<file path="src/rtl/deser400_pd_pkg.sv">
// Shared definitions for the deser400 phase-detector sequencer and its scheduler.
package deser400_pd_pkg;

  typedef logic [1:0] pd_state_t;

  localparam pd_state_t ST_IDLE = 2'd0;
  localparam pd_state_t ST_TRIG = 2'd1;
  localparam pd_state_t ST_WAIT = 2'd2;

  // CLK80 cycles from trig sample until the sequencer is back in IDLE.
  localparam int SEQ_LEN_DEF = 6;

endpackage

</file>
<file path="src/rtl/pd_next_chan.sv">
// Finds the lowest set bit of a channel mask strictly above the current channel,
// or the lowest set bit overall when a round is just starting.
module pd_next_chan
  import deser400_pd_pkg::*;
#(
  parameter int NCH = 4,
  parameter int CW  = 2
) (
  input  logic [NCH-1:0] i_mask,
  input  logic [CW-1:0]  i_cur,
  input  logic           i_from_start,
  output logic [CW-1:0]  o_nxt,
  output logic           o_found
);

  // Scan downwards so the lowest qualifying bit is the last one written.
  always_comb begin
    o_nxt   = '0;
    o_found = 1'b0;
    for (int i = NCH - 1; i >= 0; i--) begin
      if (i_mask[i] && (i_from_start || (i > int'(i_cur)))) begin
        o_nxt   = CW'(i);
        o_found = 1'b1;
      end
    end
  end

endmodule

</file>
<file path="src/rtl/phase_detector_sched.sv">
// Calibration round scheduler: hands the shared phase-detector sequencer to each
// enabled channel in ascending order, one trig per channel, on period expiry or force.
module phase_detector_sched
  import deser400_pd_pkg::*;
#(
  parameter int NCH     = 4,
  parameter int CW      = 2,
  parameter int SEQ_LEN = SEQ_LEN_DEF,
  parameter int PER_W   = 16
) (
  input  logic             i_clk80,
  input  logic             i_reset,
  input  logic             i_run,
  input  logic [PER_W-1:0] i_period,
  input  logic [NCH-1:0]   i_ch_ena,
  input  logic             i_force,
  output logic             o_trig,
  output logic [CW-1:0]    o_sel,
  output logic             o_sel_valid,
  output logic             o_busy,
  output logic             o_round_done,
  output logic [7:0]       o_round_cnt,
  output logic [1:0]       o_dbg_state
);

  // Handshake: there is no back-pressure. o_trig is a single-cycle start strobe the
  // sequencer must accept; o_sel is owned by the sequencer whenever o_sel_valid=1.

  localparam int WCW = (SEQ_LEN > 2) ? $clog2(SEQ_LEN) : 1;

  pd_state_t        r_state;
  pd_state_t        w_next;
  logic [PER_W-1:0] r_timer;
  logic [NCH-1:0]   r_mask;
  logic [CW-1:0]    r_ptr;
  logic [WCW-1:0]   r_wcnt;
  logic             r_force_pend;
  logic             r_round_done;
  logic [7:0]       r_round_cnt;

  logic             w_periodic;
  logic             w_expire;
  logic             w_start;
  logic             w_last_wait;
  logic             w_in_idle;
  logic [NCH-1:0]   w_nc_mask;
  logic [CW-1:0]    w_nc_nxt;
  logic             w_nc_found;

  assign w_in_idle   = (r_state == ST_IDLE);
  assign w_periodic  = i_run && (i_period != '0);
  assign w_expire    = w_periodic && (r_timer == (i_period - PER_W'(1)));
  assign w_start     = w_in_idle && (i_force || r_force_pend || w_expire);
  assign w_last_wait = (r_state == ST_WAIT) && (r_wcnt == WCW'(SEQ_LEN - 2));

  // In IDLE the live enable mask is searched from the bottom; mid-round the latched one.
  assign w_nc_mask = w_in_idle ? i_ch_ena : r_mask;

  pd_next_chan #(
    .NCH (NCH),
    .CW  (CW)
  ) u_next_chan (
    .i_mask       (w_nc_mask),
    .i_cur        (r_ptr),
    .i_from_start (w_in_idle),
    .o_nxt        (w_nc_nxt),
    .o_found      (w_nc_found)
  );

  always_ff @(posedge i_clk80 or posedge i_reset) begin
    if (i_reset) begin
      r_state <= ST_IDLE;
    end else begin
      r_state <= w_next;
    end
  end

  always_comb begin
    w_next = r_state;
    case (r_state)
      ST_IDLE: if (w_start && w_nc_found) w_next = ST_TRIG;
      ST_TRIG: w_next = ST_WAIT;
      ST_WAIT: if (w_last_wait) w_next = w_nc_found ? ST_TRIG : ST_IDLE;
      default: w_next = ST_IDLE;
    endcase
  end

  always_comb begin
    o_trig       = (r_state == ST_TRIG);
    o_sel_valid  = (r_state == ST_TRIG) || (r_state == ST_WAIT);
    o_busy       = !w_in_idle;
    o_sel        = r_ptr;
    o_round_done = r_round_done;
    o_round_cnt  = r_round_cnt;
    o_dbg_state  = r_state;
  end

  always_ff @(posedge i_clk80 or posedge i_reset) begin
    if (i_reset) begin
      r_timer      <= '0;
      r_mask       <= '0;
      r_ptr        <= '0;
      r_wcnt       <= '0;
      r_force_pend <= 1'b0;
      r_round_done <= 1'b0;
      r_round_cnt  <= '0;
    end else begin
      r_round_done <= 1'b0;
      // Forces arriving during a round collapse into one pending request.
      if (!w_in_idle && i_force) r_force_pend <= 1'b1;
      case (r_state)
        ST_IDLE: begin
          if (w_start) begin
            r_mask       <= i_ch_ena;
            r_timer      <= '0;
            r_force_pend <= 1'b0;
            if (w_nc_found) r_ptr <= w_nc_nxt;
          end else if (w_periodic) begin
            r_timer <= r_timer + PER_W'(1);
          end else begin
            r_timer <= '0;
          end
        end
        ST_TRIG: r_wcnt <= '0;
        ST_WAIT: begin
          r_wcnt <= r_wcnt + WCW'(1);
          if (w_last_wait) begin
            if (w_nc_found) begin
              r_ptr <= w_nc_nxt;
            end else begin
              r_round_done <= 1'b1;
              r_round_cnt  <= r_round_cnt + 8'd1;
            end
          end
        end
        default: ;
      endcase
    end
  end

endmodule

</file>
<file path="config.mk">
export PLATFORM = sky130hd
export DESIGN_NAME = phase_detector_sched
export DESIGN_NICKNAME = d
export VERILOG_FILES = /design/src/rtl/deser400_pd_pkg.sv /design/src/rtl/pd_next_chan.sv /design/src/rtl/phase_detector_sched.sv
export SDC_FILE = /design/constraint.sdc
export NUM_CORES = 1
export LEC_CHECK = 0
export CELL_PAD_IN_SITES_DETAIL_PLACEMENT = 1
export CELL_PAD_IN_SITES_GLOBAL_PLACEMENT = 1
export CORE_MARGIN = 3
export CORE_UTILIZATION = 41
export CTS_CLUSTER_SIZE = 20
export DETAILED_ROUTE_END_ITERATION = 8
export PLACE_DENSITY_LB_ADDON = 0.1
export SYNTH_ARGS = -nofsm -noshare
export SYNTH_HDL_FRONTEND = slang
export SYNTH_SLANG_ARGS = --single-unit
</file>
<file path="constraint.sdc">
create_clock -name i_clk80 -period 3.3 [get_ports i_clk80]
set_input_delay 0.66 -clock i_clk80 [delete_from_list [all_inputs] [get_ports i_clk80]]
set_output_delay 0.66 -clock i_clk80 [all_outputs]
set_load 0.01 [all_outputs]
</file>
==> results_dict.tcl <==
set metrics [dict create \
    status "finished clean" \
    root_buffer "clkbuf_8" \
    drt_wl_total_mm 7.19 \
    synth.distinct_cells 54 \
    p_leak_nw 1.62 \
    core_mm2 0.00564 \
    wl_per_cell_um 17.5 \
    ys_async_sr_fraction_pct 100 \
    dp_hpwl_mm 5.14 \
    drc 0 \
    antenna_found_initial 0 \
    cts_max_level 2 \
    area_growth_pct 41.6 \
    clock.fmax_ghz 0.310 \
    rsz0062_at_grt "no" \
    drt_pass1_iterations 4 \
    setup_ws_ps 79.0 \
    p_per_area_mw_per_mm2 512 \
    portBuffers 39 \
    period_needed_ps 3220 \
    hold_class "register to register" \
    antenna_left 0 \
    clkLatencyLatePin_ps 290 \
    avgSynthCellArea_um2 9.42 \
    synth-edff-count 0 \
    crit_path_cell_trace "clkdlybuf4s50_1 > or3_4 > nor4_4 > xnor2_1 > o211ai_1 > or4_4 > o211ai_4 > buf_6 > o21ai_1 > a22o_1" \
    slew_viol_final 0 \
    crit_fanout 6 \
    grtUsageTotal_pct 21.2 \
    cp.required_ps 3490 \
    synth_seq_area_share_pct 36.6 \
    syn_inst 261 \
    drive_above_1_share_pct 25.9 \
    num_rows 27 \
    worst_pin_slew_ps 484 \
    grt_pass1_vias 2462 \
    grt_pass1_wl_mm 12.2 \
    clock_path_buffers 2 \
    syn-num-nets 295 \
    clkTransAtPathRegs_ps 80 \
    fin_area_mm2 0.00348 \
    fin_setup_tns_ps 0 \
    ctsHoldBuffers 0 \
    worst_ep_arrival_time_ps 3410 \
    place_worst_setup_slack_ps -655 \
    cpMaxStageDelayCell "or4_4" \
    routed-via-count 2327 \
    initial_core_util_pct 43.6 \
    ys_seq_elements 36 \
    fin_crit_sh_pct 97.6 \
    synth_flop_cell "dfrtp_1" \
    crit_type "input pin to register" \
    n_antenna_cell 0 \
    drt_iter0_markers 45 \
    fp.dieW_um 83.4 \
    fin_worst_skew_ps 10.3 \
    hold_violations 0 \
    place.gp.congestion 0.793 \
    via_per_inst 5.65 \
    synth_area_mm2 0.00246 \
    die_y_um 83.4 \
    cp-start-kind "input pin" \
    yosys_warnings 0 \
    nNetsFinal 373 \
    ir_worst_vdd_v 0.000457 \
    placedInstanceArea_mm2 0.00316 \
    endpoint_kind "register" \
    finalSetupViolCount 0 \
    grt-ovfl-total 0 \
    cts_tree "yes" \
    r2r_slack_ps 370 \
    critPathMaxStageDelay_ps 560 \
    die-area_mm2 0.00696 \
    cts_sinks 36 \
    slew_headroom_pct 67.7 \
    io_pins 40 \
    maxCapViolations 0 \
    grt_max_degree 37 \
    cts_made_buffers 5 \
]
-- layout by cell type (no fill, tap or decap), types with 5 or more instances in the layout --
| cell | Yosys | final |
|---|---|---|
| dfrtp_1 | 36 | 36 |
| buf_4 | 0 | 33 |
| clkdlybuf4s50_1 | 0 | 27 |
| nor2_1 | 15 | 15 |
| nor2b_1 | 15 | 14 |
| and3_1 | 14 | 13 |
| o21ai_0 | 17 | 13 |
| a22o_1 | 13 | 13 |
| nand2_1 | 11 | 11 |
| xor2_1 | 12 | 11 |
| xnor2_1 | 12 | 11 |
| nand3_1 | 9 | 9 |
| inv_1 | 10 | 9 |
| ha_1 | 10 | 9 |
| o21ai_1 | 6 | 7 |
| mux2_2 | 8 | 7 |
| buf_6 | 1 | 7 |
| nor3_1 | 6 | 6 |
| clkbuf_8 | 0 | 5 |
| dlygate4sd2_1 | 0 | 5 |
-- power by group --
group / switching [mW] / total, mW / leakage (nW) / internal (mW)
logic: 0.429 / 0.825 / 1.08 / 0.396
registers: 0.0600 / 0.567 / 0.487 / 0.507
clock network: 0.168 / 0.391 / 0.0541 / 0.224
-- registers in the layout, indices dropped and copies added (netlist names) --
| register | count |
|---|---|
| o_dbg_state | 2 |
| r_mask | 3 |
| r_timer | 16 |
| o_round_done | 1 |
| r_wcnt | 3 |
| o_sel | 2 |
| o_round_cnt | 8 |
| r_force_pend | 1 |
-- critical path, delay by kind of cell --
kind	cells	cell delay [ps]
buffers and inverters	2	590
xor gates and xnor gates	1	170
AOI/OAI and AO/OA	4	700
and+or+nand+nor	3	1280
-- per-layer routing --
| metal | GRT usage [%] | share of wire, % |
|---|---|---|
| met5 | 0 | 0 |
| met4 | 4.53 | 0.85 |
| met3 | 3.97 | 3.1 |
| met2 | 36.3 | 50 |
| met1 | 27.9 | 46 |
-- metrics by stage --
step	instances	utilization [%]	hold slack, ps	power [mW]
finish	412	61.7	472	1.78
global route	412	61.7	506	1.92
CTS	412	60.0	481	1.78
detailed placement	399	56.0	470	1.35
global placement	399	56.0	461	1.32
floorplan	261	-	471	1.02
-- cell families (layout without fill, tap and decap cells) --
kind of cell             Yosys count  count (layout)  share of synthesized area [%]
AO/OA/AOI/OAI                     61              61                           17.5
XOR/XNOR                          24              24                           8.55
adder cells (fa/ha/maj)           11              11                           5.50
buffers and inverters             19              98                           3.31
flip-flops                        36              36                           36.6
multiplexers                      11              11                           4.89
AND/OR/NAND/NOR                   99              99                           23.6
-- final cells by class --
type,count,area (um^2)
Clock buffer,5,68.8
Clock inverter,3,42.5
Fill cell,627,2160
Inverter,11,41.3
Multi-Input combinational cell,206,1630
Sequential cell,36,901
Tap cell,72,90.1
Timing Repair Buffer,79,711
-- timing repair --
| action | 4_1_cts | 5_1_grt |
|---|---|---|
| endpoints found under the setup margin | 23 | 23 |
| endpoints found under the hold margin | 0 | 0 |
| pin swaps | 13 | 13 |
| resized for setup | 28 | 28 |
| buffers inserted | 5 | 0 |
-- synthesized netlist by cell type (2+ instances only) --
| library cell | n | area (um^2) |
|---|---|---|
| or4_1 | 2 | 15.0 |
| nor2_1 | 15 | 56.3 |
| xor2_1 | 12 | 105 |
| buf_2 | 2 | 10.0 |
| o21ai_1 | 6 | 30.0 |
| a21o_1 | 2 | 15.0 |
| mux2_2 | 8 | 90.1 |
| o221ai_1 | 2 | 17.5 |
| nor3_1 | 6 | 30.0 |
| nor2b_1 | 15 | 93.8 |
| o21ai_0 | 17 | 85.1 |
| or3_1 | 3 | 18.8 |
| a21oi_1 | 5 | 25.0 |
| a31oi_1 | 2 | 12.5 |
| ha_1 | 10 | 125 |
| and2_1 | 2 | 12.5 |
| inv_1 | 10 | 37.5 |
| or4_4 | 2 | 22.5 |
| and4_1 | 2 | 17.5 |
| a22o_1 | 13 | 114 |
| nor3b_1 | 3 | 22.5 |
| nand4_1 | 3 | 18.8 |
| a41oi_1 | 2 | 17.5 |
| nor4_1 | 3 | 18.8 |
| o2bb2ai_1 | 2 | 17.5 |
| xnor2_1 | 12 | 105 |
| nand3_1 | 9 | 45.0 |
| clkbuf_1 | 5 | 18.8 |
| dfrtp_1 | 36 | 901 |
| mux2i_1 | 3 | 30.0 |
| and3_1 | 14 | 87.6 |
| nand2_1 | 11 | 41.3 |
-- path summary, 6_finish.rpt --
kind                                startpoint              to  cells after the start
worst min-delay path            o_round_cnt[7]  o_round_cnt[7]                      1
min in group asynchronous              i_reset  o_round_cnt[0]                      3
worst max register to register  o_dbg_state[0]  o_round_cnt[5]                     11
max in group asynchronous              i_reset       r_mask[2]                      3
worst max-delay path              i_period[12]      r_timer[7]                     10
worst min register to register  o_round_cnt[7]  o_round_cnt[7]                      1
Note: power is estimated with default switching activity, not from simulation.
